File: config.mk
export PLATFORM = sky130hd
export DESIGN_NAME = spi_master_parallel
export DESIGN_NICKNAME = d
export VERILOG_FILES = /design/src/rtl/spi_master_parallel.sv
export SDC_FILE = /design/constraint.sdc
export NUM_CORES = 1
export LEC_CHECK = 0
export CORE_MARGIN = 4
export CORE_UTILIZATION = 35
export DETAILED_ROUTE_END_ITERATION = 10
export PLACE_DENSITY = 0.82
export RECOVER_POWER = 100
export SETUP_SLACK_MARGIN = 0.15
export SLEW_MARGIN = 20
export SYNTH_ARGS = -nofsm -noshare
export SYNTH_HDL_FRONTEND = slang
export SYNTH_SLANG_ARGS = --single-unit
File: constraint.sdc
create_clock -name i_clk -period 2.15 [get_ports i_clk]
set_clock_uncertainty 0.2 [all_clocks]
set_input_delay 0.43 -clock i_clk [delete_from_list [all_inputs] [get_ports i_clk]]
set_output_delay 0.43 -clock i_clk [all_outputs]
set_load 0.01 [all_outputs]
File: src/rtl/spi_master_parallel.sv
// spi_master_parallel: parallel-word SPI master, CPOL=0 / CPHA=0.
// Each SCLK period carries one full NB_BITS word out on o_MOSI. The slave's
// response word on i_MISO is captured in the last LOW cycle of that period.
// SCLK is derived from i_clk; each half-phase (SETUP/HIGH/LOW) is CLK_DIV cycles.
// Optional feature: define SPI_MASTER_BURST_EN to chain words back-to-back
// without dropping o_cs when i_start is high in the last LOW cycle.
module spi_master_parallel #(
  parameter int NB_BITS = 32,
  // SCLK half-phase length in i_clk cycles. It must be at least 3 so that the
  // slave's two-flop edge detector can reload MISO before the master samples it.
  parameter int CLK_DIV = 4
) (
  input  logic               i_clk,
  input  logic               i_rst_n,
  input  logic               i_start,
  input  logic [NB_BITS-1:0] i_data,
  output logic [NB_BITS-1:0] o_data,
  output logic               o_busy,
  output logic               o_done,
  output logic               o_SCLK,
  output logic               o_cs,
  output logic [NB_BITS-1:0] o_MOSI,
  input  logic [NB_BITS-1:0] i_MISO
);

  localparam int CNT_W = (CLK_DIV > 1) ? $clog2(CLK_DIV) : 1;
  localparam logic [CNT_W-1:0] CNT_LAST = CNT_W'(CLK_DIV - 1);

  typedef enum logic [1:0] {
    IDLE  = 2'd0,
    SETUP = 2'd1,
    HIGH  = 2'd2,
    LOW   = 2'd3
  } state_e;

  state_e           state_q, state_d;
  logic [CNT_W-1:0] cnt_q, cnt_d;
  logic             phase_end;
  logic             last_low;
  logic             load_mosi;

  logic [NB_BITS-1:0] mosi_q, mosi_d;
  logic [NB_BITS-1:0] data_q, data_d;
  logic               cs_q, cs_d;
  logic               sclk_q, sclk_d;
  logic               busy_q, busy_d;
  logic               done_q, done_d;

  assign phase_end = (cnt_q == CNT_LAST);
  assign last_low  = (state_q == LOW) && phase_end;

  // State and phase-counter register
  always_ff @(posedge i_clk or negedge i_rst_n) begin
    if (!i_rst_n) begin
      state_q <= IDLE;
      cnt_q   <= '0;
    end else begin
      state_q <= state_d;
      cnt_q   <= cnt_d;
    end
  end

  // Next-state logic: each non-IDLE state lasts exactly CLK_DIV cycles
  always_comb begin
    state_d   = state_q;
    cnt_d     = cnt_q + CNT_W'(1);
    load_mosi = 1'b0;
    case (state_q)
      IDLE: begin
        cnt_d = '0;
        if (i_start) begin
          state_d   = SETUP;
          load_mosi = 1'b1;
        end
      end
      SETUP: begin
        if (phase_end) begin
          state_d = HIGH;
          cnt_d   = '0;
        end
      end
      HIGH: begin
        if (phase_end) begin
          state_d = LOW;
          cnt_d   = '0;
        end
      end
      LOW: begin
        if (phase_end) begin
          state_d = IDLE;
          cnt_d   = '0;
`ifdef SPI_MASTER_BURST_EN
          // Chain the next word straight into SETUP, keeping o_cs asserted
          if (i_start) begin
            state_d   = SETUP;
            load_mosi = 1'b1;
          end
`endif
        end
      end
      default: begin
        state_d = IDLE;
        cnt_d   = '0;
      end
    endcase
  end

  // Output decode from the next state so every output leaves a flop
  always_comb begin
    cs_d   = (state_d != IDLE);
    sclk_d = (state_d == HIGH);
    busy_d = (state_d != IDLE);
    done_d = last_low;
    mosi_d = load_mosi ? i_data : mosi_q;
    data_d = last_low ? i_MISO : data_q;
  end

  // Output and data registers
  always_ff @(posedge i_clk or negedge i_rst_n) begin
    if (!i_rst_n) begin
      cs_q   <= 1'b0;
      sclk_q <= 1'b0;
      busy_q <= 1'b0;
      done_q <= 1'b0;
      mosi_q <= '0;
      data_q <= '0;
    end else begin
      cs_q   <= cs_d;
      sclk_q <= sclk_d;
      busy_q <= busy_d;
      done_q <= done_d;
      mosi_q <= mosi_d;
      data_q <= data_d;
    end
  end

  assign o_cs   = cs_q;
  assign o_SCLK = sclk_q;
  assign o_busy = busy_q;
  assign o_done = done_q;
  assign o_MOSI = mosi_q;
  assign o_data = data_q;

endmodule

; Word-level counts from Yosys, hierarchy flattened
; Cells that the tools add are included.
[totals]
input_bits = 67
out_inout_bits = 68
reg_bits = 71
elab_cells = 26
[classes]
mux = 9
n_eq_ne = 5
n_addsub = 1
n_reduce_logical = 4
[op_table]
columns = operator, count
row1 = 2-bit two-way mux, 5
row2 = "2-bit == test, second input constant", 4
row3 = 2-bit one-hot mux with 4 select lines, 1
row4 = 2-bit one-hot mux with 2 select lines, 1
row5 = 3-bit OR reduction, 1
row6 = "2-bit by 1-bit adder with 2-bit output, second input constant", 1
row7 = "2-bit by 1-bit == test with 1-bit output, second input constant", 1
row8 = 2-bit logical NOT, 1
row9 = 1-bit two-way mux, 2
row10 = 2-bit nonzero test, 1
row11 = 1-bit logical AND, 1

; Longest topological paths before layout
[depth]
depth_word = 4
ltp_mapped = 4
depth_no_buf = 3

; Least setup slack after synthesis
; OpenSTA, ideal clock, no wires.
[synth_path]
path_kind = reg2reg
from = register cnt_q[0]
to = register data_q[10] (netlist: o_data[10])
synth_period_minus_slack_ns = 1.618
path_stages_with_launch = 5
t_arrival_ns = 1.294
setup_slack_ns = 0.532
cell_sequence = dfrtp_1 -> ha_1 -> nand3_2 -> buf_2 -> mux2_2
[synth_between]
elab_chain_len = 2
[synth_rtl]
columns = element, line
row1 = start: declaration, 37  ; logic [CNT_W-1:0] cnt_q, cnt_d;
row2 = start signal: assignment, 59  ; cnt_q <= cnt_d;
row3 = 2-bit == test, 49  ; assign phase_end = (cnt_q == CNT_LAST);
row4 = 1-bit logical AND, 50  ; assign last_low = (state_q == LOW) && phase_end;
row5 = end signal: assignment, 133  ; data_q <= data_d;
row6 = end: declaration, 43  ; logic [NB_BITS-1:0] data_q, data_d;
; Every way passes these cells.
; A chain may end at the register's enable or synchronous reset.

; Final worst setup path
[layout_path]
from = register data_q[20] (netlist: o_data[20])
to = output o_data[20]
[layout_rtl]
columns = element, line
row1 = end: declaration, 17  ; output logic [NB_BITS-1:0] o_data,
; No word-level cell between the ends.

==> results by group <==
Cells and area
  • Cell Count, Final, Fillers Out: 403
  • Nets: between 300 and 400
  • Antenna cells: 0
  • Core Util, Final: 0.5888
  • Fraction of layout instances using a drive strength above 1: 0.2566
  • Syn-to-layout area delta: 61.60%
  • Design area: 4339 sq um

Setup path
  • Worst path cell trace: dlygate4sd3_1
  • Critical path's slowest cell: dlygate4sd3_1
  • Crit path capture type: output port
  • Worst Path Max Fanout: 2
  • WP data arrival: 1.33 ns
  • WP buf/inv: 1
  • Critical path type: flop to output port
  • Required @ worst endpoint: roughly 1.5 ns
  • CP top delay family: buffers and inverters
  • CP max stage delay: 0.61 ns
  • Worst setup SP type: flop

Timing
  • Final hold slack: 0.2513 ns
  • Hold Violations, Final: 0
  • Setup ws final: 0.1899 ns
  • RSZ-0062 raised after global routing: false
  • Worst slew pin tran: 0.9254 ns
  • Fmax: 510.2 MHz
  • Setup TNS: 0 ns
  • Final setup fails: 0
  • Max-slew violation count: 0
  • Crit path time final: 1.960 ns
  • Worst slew margin: 0.3830
  • Final Cycle Share: 0.9117

GRT
  • Vias in the first global route: 1,991
  • Global-route wire length before repair: 9.315 mm
  • Grt ovf: 0
  • Largest net degree at the start of global routing: 39
  • Initial antenna violation count: 0
  • Total GRT Usage: 0.1344

Power and ir drop
  • Leakage: 1.827 nW
  • Power, Total: 6.103 mW
  • P per Cell Area: 1406 nW/um^2
  • Largest vdd supply drop: 0.5996 mV

CTS
  • Clock Pin Slew Worst Setup and Hold Paths: 0.07 ns
  • Clock sink total: 71
  • Clock Tree Buf Depth: 2
  • Later-pin clock latency in the skew report: 0.33 ns
  • CTS tree: built
  • CTS Root Buffer Type: clkbuf_8
  • CTS buffer count: 9
  • Setup repair bufs after CTS: 0
  • H-tree depth: 3

Routing
  • DRT Pass-1 Iters: 4
  • Wire per inst: 14.63 microns
  • DR vias: around 1,800
  • ANT nets after route: 0
  • DR DRC count: 0
  • Initial DRC Count: 18
  • Routed wire length: 5.896 mm
  • Vias/cell: 4.548

Logic synthesis
  • #FFs+latches synth: 71
  • Sequential area share after synthesis: 0.6617
  • Yosys top cell by area: dfrtp_1
  • Main area contributors after synthesis: dfrtp_1 66%, mux2_2 26%, buf_6 1.7%, mux2_1 1.7%, nor3b_4 0.70%
  • Mapped Nets: 226
  • Number of synthesis warnings: 0
  • Mean Syn Cell Area: 16.99 sq um
  • Yosys cell types: 19
  • Area share of the largest cell type after synthesis: 0.6617
  • Mapped Area: roughly 2700 sq um
  • Post-synthesis cell count: 158

Placement
  • Port bufs: 134
  • Gpl congestion: around 0.74
  • Worst slack at placement: 0.05264 ns
  • Placed Area: between 4000 and 5000 sq um
  • Hpwl dp: 4.468 mm
  • Dpl cells: 386

Die
  • Area of the core: between 7000 and 8000 sq um
  • Ports: 135
  • Row count: 31
  • Die width: 95.59 microns
  • Initial Util: 0.3643
  • Height of the die: 95.59 microns
  • Die footprint: between 9000 and 10,000 sq um

Flow run
  • Max_cap viols: 0

Run status
  • Status: completed

Min path
  • HP Class: flop to flop
## path summary, 6_finish.rpt
kind,cells past startpoint,endpoint,slack [ns],startpoint
min in group asynchronous,3,o_MOSI[0],0.64,i_rst_n
hold reg to reg,1,cnt_q[0],0.25,cnt_q[0]
hold / removal,1,cnt_q[0],0.25,cnt_q[0]
setup / recovery,1,o_data[20],0.19,o_data[20]
max in group asynchronous,3,o_data[15],0.47,i_rst_n
setup reg to reg,3,o_MOSI[13],0.29,state_q[1]
## placed cells by master (no fill, tap or decap)
cell / count
ha_1: 1
nand3_1: 1
xnor2_1: 1
inv_1: 1
nor3_1: 1
o21a_1: 1
mux2_1: 4
nand2_1: 1
clkbuf_4: 1
o31a_1: 1
dlygate4sd3_1: 69
bufinv_16: 3
o22ai_1: 1
nor2b_1: 1
buf_12: 1
nand2b_1: 1
clkbuf_2: 2
clkbuf_8: 10
clkbuf_1: 4
mux2_2: 61
nor2_1: 1
clkdlybuf4s50_1: 65
dfrtp_1: 71
nor3b_1: 1
## layout make-up
cell class / instances / area [sq um]
fillers: 601 / 3030
flip-flops and latches: 71 / 1777
repair buffers: 139 / 1383
multi-input cells: 77 / 813.3
clock buffers: 13 / 148.9
well taps: 99 / 123.9
clock inverters: 3 / 90.09
inverters: 1 / 3.754
## layer usage
metal | wire length (microns) | track usage | vias up
li1 | - | - | 841
met2 | 2867 | 0.2177 | 97
met3 | 808 | 0.07261 | 11
met5 | 0 | 0 | -
met1 | 2125 | 0.1426 | 884
met4 | 95 | 0.06398 | 0
## worst reg2reg max path, stage by stage, from the launching register on
cell      delay, ns
dfrtp_1        0.47
nor3b_1        0.23
clkbuf_4       0.45
mux2_2         0.40
## cells in the mapped netlist
library cell and n:
nand3_2 1, mux2_2 61, nand2_1 1, o31a_1 1
nor2b_1 1, nand2b_1 1, nor3_1 1, o21a_1 1
nor2_1 1, o22ai_1 1, xnor2_1 1, inv_1 1
buf_2 3, mux2_1 4, nor3b_4 1, buf_6 4
ha_1 1, buf_4 2, dfrtp_1 71
## power breakdown
part / internal, mW / total [mW] / switching, mW
clock network: 0.805 / 1.26 / 0.457
logic: 1.56 / 2.52 / 0.955
registers: 2.01 / 2.32 / 0.309
total: 4.38 / 6.10 / 1.72
## cell families after synthesis
kind of cell | share of synthesized area
flops | 0.6617
mux | 0.2726
buf+inv | 0.02935
simple gates | 0.02004
compound gates | 0.008391
xor+xnor | 0.003262
fa+ha+maj | 0.004659
## flip-flops by register name, summed over array words and instances, names as in the netlist
name and cells:
o_MOSI 32, state_q 2, cnt_q 2, o_SCLK 1
o_busy 1, o_done 1, o_data 32
## repair_timing
| action | in CTS | in global routing |
|---|---|---|
| gates resized for setup | 0 | 0 |
| hold buffers | 1 | 0 |
| hold endpoints to repair | 71 | 0 |
Note: power is estimated with default switching activity, not from simulation.
==> variant, RTL diff (same flow settings) <==
Build with the macro `SPI_MASTER_BURST_EN` defined.
--- a/src/rtl/spi_master_parallel.sv
+++ b/src/rtl/spi_master_parallel.sv
@@ -4,6 +4,8 @@
 // SCLK is derived from i_clk; each half-phase (SETUP/HIGH/LOW) is CLK_DIV cycles.
 // Optional feature: define SPI_MASTER_BURST_EN to chain words back-to-back
 // without dropping o_cs when i_start is high in the last LOW cycle.
+`define SPI_MASTER_BURST_EN
+
 module spi_master_parallel #(
   parameter int NB_BITS = 32,
   // SCLK half-phase length in i_clk cycles. It must be at least 3 so that the
Formal check against the unedited RTL: no difference found for any inputs over 10 cycles, from zero or initial values and one cycle with i_rst_n low; that may be too few to reach the edited logic, so the function may still have changed.
==> variant against the unedited design <==
  * Utilization fell by 0.18 points
  * First-iteration DRC count rose by 140%
  * Routed wire length rose by 8.6%
  * Total power rose by 8.4%
  * Non-clock buffer count rose by 1
  * Area after synthesis rose by 3.6%
  * Sequential cell count did not move
  * Synthesized cell count rose by 7.6%
  * Maximum frequency fell by 0.53%
  * Cell area rose by 4.5%
  * Setup slack got worse by 0.010 ns
  * Critical endpoint is now o_data[6]
  * Largest cell class unchanged
  * Largest power group unchanged
==> variant: results (changes against the unedited design) <==
Global route
  • Gr usage total: 14.0% (+0.56 points)
  • First-pass GRT wire length: 10,500 um (+12%)
  • Met3 Usage GRT: 4.59% (-2.7 points)
  • Antenna violations before repair: 0 (unchanged)
  • Number of global-route vias before repair: 2,069 (+3.9%)
  • Met2 Resource Use GR: 23.9% (+2.1 points)
  • Largest net degree at the start of global routing: 72 (+85%)
  • Met1 Track Usage GR: 15.7% (+1.4 points)

Layout
  • Nets@finish: 387 (+5.4%)
  • Fill count: 618 (+2.8%)
  • Proportion of layout cells with a drive suffix above 1: 27.7% (+2.0 points)

Synthesis
  • Ys Warns: 0 (unchanged)
  • Dominant cells by area after synthesis: dfrtp_1 64%, mux2_2 25%, ha_1 3.1%
  • Syn_nets: 244 (+8.0%)
  • Register area share after synthesis: 63.8% (-2.3 points)
  • Post-synthesis cell type count: 19 (unchanged)
  • Post-synth ARST share: 100% (unchanged)
  • List of most frequent post-synthesis cells: 71 x dfrtp_1, 62 x mux2_2, 7 x ha_1

Placed design
  • Pre-CTS setup slack: 0.0469 ns (-0.00574 ns)
  • PortBufs: 134 (unchanged)
  • Final GP Congestion: 0.748 (+1.4%)
  • Placement Cell Area: 4240 um^2 (+2.8%)
  • DP HPWL: 4750 um (+6.2%)

Hold path
  • Tightest Hold Check Type: reg2reg

Worst setup path
  • Crit-path leading delay family: buffers and inverters
  • CP max-delay cell: dlygate4sd3_1
  • CP max stage delay: around 0.62 ns

Detailed routing
  • Detailed-router iteration count before antenna repair: 4 (unchanged)
  • Drt initial violations: 43 (+25)
  • Post-Route WL: 6400 um (+8.6%)
  • Vias per cell: 4.50 (-1.1%)
  • Remaining antenna violation count: 0 (unchanged)

Pwr
  • Max rail drop VDD: 0.706 mV (+18%)
  • Static Leakage: 1.93 nW (+5.6%)

Timing
  • Worst-margin pin slew: 0.940 ns (+0.0145 ns)

Clock network
  • Root Buffer: clkbuf_8
  • Setup repair bufs after CTS: 0 (unchanged)
  • Worst-path clk slew: about 0.08 ns
  • TritonCTS Buffers: 9 (unchanged)

Run status
  • Status: finished clean
==> variant: changes by cell type after synthesis, sizes merged, moves of 2 or more <==
cell,change
a21oi,+2
o21ai,+2
ha,+6
nor2b,+4
==> variant: cell families (layout without fill, tap and decap cells) <==
| group | after synthesis | after routing | share of synthesized area (%) |
|---|---|---|---|
| compound gates | 7 | 7 | 1.84 |
| fa+ha+maj | 7 | 7 | 3.15 |
| buf+inv | 10 | 158 | 2.70 |
| flops | 71 | 71 | 63.8 |
| mux | 65 | 65 | 26.3 |
| simple gates | 10 | 10 | 2.16 |
==> variant: worst paths after layout <==
check | end | startpoint | slack [ns] | depth (start not counted)
max | o_data[6] | o_data[6]$_DFFE_PN0P_ | 0.18 | 1
min | cnt_q[0]$_DFF_PN0_ | cnt_q[0]$_DFF_PN0_ | 0.28 | 1
min in group asynchronous | o_data[3]$_DFFE_PN0P_ | i_rst_n | 0.68 | 3
min reg2reg | cnt_q[0]$_DFF_PN0_ | cnt_q[0]$_DFF_PN0_ | 0.28 | 1
max in group asynchronous | state_q[0]$_DFF_PN0_ | i_rst_n | 0.39 | 3
max reg2reg | o_MOSI[12]$_DFFE_PN0P_ | state_q[0]$_DFF_PN0_ | 0.19 | 5
==> variant: final cells by class <==
class	count	area, um^2	area share, %
timing repair buffer	140	1400	30.8
clock inverter	7	168	3.70
clock buffer	9	124	2.73
multi-input combinational	89	933	20.6
inverter	2	7.51	0.166
tap	102	128	2.81
sequential	71	1780	39.2
==> variant: metrics by stage <==
step | utilization (%) | instances | hold slack, ns
2_1_floorplan | - | 170 | -0.0656
3_3_place_gp | 54.9 | 403 | 0.252
3_5_place_dp | 54.9 | 403 | 0.268
4_1_cts | 58.8 | 420 | 0.288
5_1_grt | 58.7 | 420 | 0.297
6_report | 58.7 | 420 | 0.285
==> variant: timing repair <==
| action | in CTS | in global routing |
|---|---|---|
| setup endpoints to repair | 0 | 48 |
| hold buffers | 1 | 0 |
| endpoints found under the hold margin | 71 | 0 |
| resized for setup | 0 | 3 |
==> variant: layer usage <==
layer | wire length (um) | up-vias
met5 | 0 | -
met4 | 184 | 0
met3 | 399 | 18
met2 | 3290 | 75
met1 | 2540 | 914
li1 | - | 882
==> variant: power by group <==
part           internal (mW)  switching, mW  total, mW
clock                   1.01          0.512       1.52
combinational           1.67           1.09       2.76
sequential              2.02          0.312       2.33
total                   4.70           1.91       6.62
